**config.mk**
```make
export PLATFORM = sky130hd
export DESIGN_NAME = regfile_scoreboard
export DESIGN_NICKNAME = d
export VERILOG_FILES = /design/src/rtl/regfile_scoreboard.sv
export SDC_FILE = /design/constraint.sdc
export NUM_CORES = 2
export LEC_CHECK = 0
export ABC_CLOCK_PERIOD_IN_PS = 31800
export BUFFER_PORTS_ARGS = -buffer_cell sky130_fd_sc_hd__buf_2
export CORE_MARGIN = 5
export CORE_UTILIZATION = 40
export CTS_CLUSTER_SIZE = 16
export DETAILED_ROUTE_END_ITERATION = 10
export GPL_TIMING_DRIVEN = 0
export MAX_ROUTING_LAYER = met4
export PLACE_DENSITY_LB_ADDON = 0.15
export SETUP_SLACK_MARGIN = 0.2
export SLEW_MARGIN = 15
export SYNTH_ARGS = -nofsm -noshare
export SYNTH_HDL_FRONTEND = slang
export SYNTH_SLANG_ARGS = --single-unit
```
**constraint.sdc**
```tcl
create_clock -name clk -period 31.8 [get_ports clk]
set_input_delay 1.59 -clock clk [delete_from_list [all_inputs] [get_ports clk]]
set_output_delay 1.59 -clock clk [all_outputs]
set_load 0.01 [all_outputs]
```
**src/rtl/regfile_scoreboard.sv**
```systemverilog
// Register file with per-register busy scoreboard for in-order issue.
// Two combinational read ports with optional writeback forwarding.
module regfile_scoreboard #(
  parameter int XLEN      = 32,
  parameter int NREGS     = 32,
  parameter int AW        = 5,
  parameter int BYPASS    = 1,
  parameter int RST_INDEX = 1
) (
  input  logic            clk,
  input  logic            rst,
  input  logic [AW-1:0]   rs1_addr,
  input  logic [AW-1:0]   rs2_addr,
  output logic [XLEN-1:0] rd1,
  output logic [XLEN-1:0] rd2,
  output logic            rs1_busy,
  output logic            rs2_busy,
  input  logic            issue_valid,
  input  logic [AW-1:0]   issue_rd,
  output logic            issue_ready,
  input  logic            wb_valid,
  input  logic [AW-1:0]   wb_addr,
  input  logic [XLEN-1:0] wb_data,
  output logic [AW:0]     busy_cnt
);

  logic [XLEN-1:0] regs [NREGS];
  logic [NREGS-1:0] busy;
  logic [NREGS-1:0] busy_nxt;
  logic [AW:0]      cnt_nxt;
  logic             wb_act;
  logic             iss_act;

  assign wb_act = wb_valid && !rst && (wb_addr != '0);

  assign issue_ready = rst || (issue_rd == '0) ||
                       !busy[issue_rd] ||
                       (wb_valid && (wb_addr == issue_rd));

  assign iss_act = issue_valid && issue_ready &&
                   !rst && (issue_rd != '0);

  // Set is applied after clear so a same-edge re-issue keeps the bit.
  always_comb begin
    busy_nxt = busy;
    if (wb_act)
      busy_nxt[wb_addr] = 1'b0;
    if (iss_act)
      busy_nxt[issue_rd] = 1'b1;
    busy_nxt[0] = 1'b0;
    cnt_nxt = '0;
    for (int i = 0; i < NREGS; i++)
      cnt_nxt = cnt_nxt + (AW+1)'(busy_nxt[i]);
  end

  always_ff @(posedge clk or posedge rst) begin
    if (rst) begin
      for (int i = 0; i < NREGS; i++)
        regs[i] <= (RST_INDEX != 0) ? XLEN'(i) : '0;
      busy     <= '0;
      busy_cnt <= '0;
    end else begin
      if (wb_act)
        regs[wb_addr] <= wb_data;
      busy     <= busy_nxt;
      busy_cnt <= cnt_nxt;
    end
  end

  always_comb begin
    rd1      = regs[rs1_addr];
    rs1_busy = busy[rs1_addr];
    if (rs1_addr == '0) begin
      rd1      = '0;
      rs1_busy = 1'b0;
    end else if ((BYPASS != 0) && wb_act &&
                 (wb_addr == rs1_addr)) begin
      rd1      = wb_data;
      rs1_busy = 1'b0;
    end
  end

  always_comb begin
    rd2      = regs[rs2_addr];
    rs2_busy = busy[rs2_addr];
    if (rs2_addr == '0) begin
      rd2      = '0;
      rs2_busy = 1'b0;
    end else if ((BYPASS != 0) && wb_act &&
                 (wb_addr == rs2_addr)) begin
      rd2      = wb_data;
      rs2_busy = 1'b0;
    end
  end

endmodule

```
==> impl_results.md <==
- Outcome: complete, no violations
- Number of buffers inserted by post-CTS setup repair: 0
- Critical Path Sink Type: flip-flop
- Total standard cell area after synthesis: 59100 sq um
- Setup CP Type: in -> reg
- Fraction of the yosys area taken by sequential cells: 0.451
- Minimum period implied by the final worst setup slack: 8.26 ns
- Number of warnings reported in the yosys synthesis log: 0
- Area added between synthesis and finish: 14.3%
- Instance count of the mapped netlist: 4356
- Post-Syn Nets: 4442
- Placed cell areas: 63100 sq um
- Path class of the lowest-slack min-delay path: reg -> reg
- Compound-cell area share of the yosys netlist: 0.0665
- Cell count of the worst reg-to-reg path: 22
- Count of boundary I/O pins: 129
- Share of cell area taken by muxes after synthesis: 0.383
- Setup Viol. Count Final: 0
- Final Instance Area: 67500 sq um
- Post-DRT Antenna Nets: 0
- Post-layout instance count excluding filler cells: 6709
- Maximum operating frequency: 121 MHz
- Final cycle utilization of the critical path: 0.260
- Pin count of the biggest net entering global routing: 36
- # placed instances: 6448
- Max-slew violation total from the final report: 0
- Critical Path Sink: busy_cnt[4]
- Full die area: 155000 sq um
- Clock-pin slew on the worst setup and hold paths: 0.06 ns
- CTS HTree Levels: 4
- Final hold viol count: 0
- Sink Count: 1061
- Remaining DRCs: 0
- Most numerous cell on the critical path: fa_1
- Most common flop cell mapped by yosys: dfrtp_1
- Launch instance of the worst register-to-register path: busy[25]
- Floorplan die height: 394 um
- Total global routing overflow: 0
- Ordered cell list for the critical path: buf_2 > nor2b_1 > and2_1 > nand3_1 > nor3_2 > buf_2 > o21a_1 > fa_1 > fa_1 > inv_1 > fa_1 > fa_1 > inv_1 > fa_1 > inv_1 > fa_1 > inv_1 > fa_1 > inv_1 > fa_1 > a21o_1 > a21oi_1 > xnor2_1
- Drt pass-1 iters: 6
- Mean instance size in the synthesized netlist: 13.6 sq um
- RSZ-0062 raised after global routing: no
- Deepest clock path buffer count: 3
- Via count of the first global-routing pass: 44600
- Synth async-reset ratio: 1.00
- Adder-cell share of the synthesized area: 0.00928
- Die width: 394 um
- Clock tree from TritonCTS: done
- Nets: 4737
- Maximum fanout along the worst path: 10
- Placer congestion estimate: 0.998
- Static power due to leakage: 0.0305 uW
- Final setup margin: 23.54 ns
- Max transition margin: 0.0420
- Leading cell type in the layout, fill and taps excluded: dfrtp_1
- Clk_lat worst skew: 0.80 ns
- Crit path max-delay cell type: nor3_2
- Core area: 147000 sq um
- Worst Path Required: 32.49 ns
- Number of enable-type register cells in the synthesized netlist: 0
- Worst path arrival time: 8.95 ns
- Commonest non-fill, non-tap cells in the layout: dfrtp_1 (981), mux2_2 (867), mux4_2 (403)
- Number of hold buffers added after CTS: 0
- Reg-to-reg setup timing slack: 25.04 ns
- Fraction of synthesized cell area in xor and xnor cells: 0.00267
- Max-cap violations: 0
- Share of post-route cells with drive strength above 1: 0.427
- Number of instances resized during post-cts repair: 0
- WL/cell: 43.1 um
- Initial antenna violation count: 31
- Layout Skew: 0.0334 ns
- Main combinational cell family by area after synthesis: multiplexers
- Kind of launch point of the worst setup path: input pin
- Clock root buffer: clkbuf_16
- Highest ir drop seen on vdd: 0.000180 V
- Crit path largest cell delay: 0.90 ns
- Post-placement setup slack: 22.96 ns
- Transition time of the tightest slew-check pin: 1.44 ns
- IO Port Bufs: 119
- DRT Wirelength: 289000 um
- All-layer global routing usage: 0.375
- Initial standard-cell utilization of the core: 0.401
- Floorplan row count: 141
- Wire length of the first global-routing pass: 388000 um
- DP Wirelength: 200000 um
- Areal power density over the cells: 66.3 nW/um^2
- End of the worst register-to-register path: busy_cnt[4]
- CTS buffer count: 131
- Post-Synth Simple-Gate Area: 0.0456
- Worst setup startpoint: wb_valid
- Synthesized flop and latch total: 1061
- Vias/cell: 6.81
- Vias after detailed routing: 45700
- Count of distinct cell types in the synthesized netlist: 73
- Starting DRC count in detailed routing: 6361
- Hold Startpoint: regs[161]
## how the worst min path moves through the flow
stage                 endpoint  slack, ns  cells past startpoint
floorplan           regs[1000]       0.44                      1
global placement    regs[1000]       0.45                      1
detailed placement   regs[164]       0.46                      2
CTS                  regs[161]       0.47                      2
global route         regs[161]       0.48                      2
finish               regs[161]       0.47                      2
## registers in the layout, summed over array words and instances, names as in the netlist
register / cells
busy: 31
busy_cnt: 6
regs: 1024
## cells by family (layout without fill, tap and decap cells)
group | count (synthesis) | count (layout)
XOR/XNOR | 18 | 18
buffers and inverters | 519 | 915
adder cells (fa/ha/maj) | 30 | 30
flip-flops | 1061 | 1061
other | 0 | 27
AND/OR/NAND/NOR | 554 | 554
multiplexers | 1638 | 1638
AO/OA/AOI/OAI | 536 | 536
## where the power goes
| group | switching [uW] | leakage [uW] | internal (uW) | total, uW |
|---|---|---|---|---|
| combinational | 680 | 0.0145 | 553 | 1230 |
| clock | 648 | 0.00216 | 910 | 1560 |
| sequential | 139 | 0.0138 | 1550 | 1690 |
## stage by stage
| stage | TNS [ns] | power [uW] | hold slack, ns | util |
|---|---|---|---|---|
| after floorplan | 0 | 2470 | 0.441 | - |
| after global placement | -9.93 | 2880 | 0.452 | 0.422 |
| after detailed placement | 0 | 2890 | 0.462 | 0.428 |
| after CTS | 0 | 4450 | 0.469 | 0.458 |
| after global routing | 0 | 4650 | 0.477 | 0.458 |
| final | 0 | 4480 | 0.470 | 0.458 |
## synthesized netlist by cell type (44+ instances only)
cell type,number,area share
a221oi_1,82,0.012
nor2b_1,48,0.0051
inv_1,44,0.0028
o21ai_0,51,0.0043
clkbuf_1,230,0.015
mux2i_1,295,0.050
buf_2,163,0.014
nor2_1,57,0.0036
dfstp_2,80,0.036
dfrtp_1,981,0.42
mux4_2,403,0.15
a22oi_1,62,0.0079
a21oi_1,59,0.0050
o22ai_1,73,0.0077
a211oi_1,58,0.0074
nand2_1,266,0.017
mux2_1,73,0.014
mux2_2,867,0.17
## area by class of cell
| cell class | count | area [sq um] |
|---|---|---|
| repair buffers | 162 | 1480 |
| flip-flops and latches | 1061 | 26700 |
| inverters | 46 | 176 |
| clock buffers | 194 | 3950 |
| fillers | 13300 | 79800 |
| multi-input cells | 2776 | 30000 |
| plain buffers | 473 | 2380 |
| well taps | 1930 | 2410 |
| clock inverters | 40 | 442 |
| diodes | 27 | 67.6 |
## per-layer routing
| metal | global-route usage | share of wire |
|---|---|---|
| met1 | 0.475 | 0.38 |
| met2 | 0.515 | 0.42 |
| met3 | 0.128 | 0.12 |
| met4 | 0.235 | 0.077 |
| met5 | - | 0 |
## worst max-delay path, delay by kind of cell
family	cells	cell delay [ns]
and+or+nand+nor	4	1.88
AOI/OAI and AO/OA	3	0.57
buffers and inverters	7	1.21
xor gates and xnor gates	1	0.13
adders and majority gates	8	3.57
(Power assumes the default switching activity.)
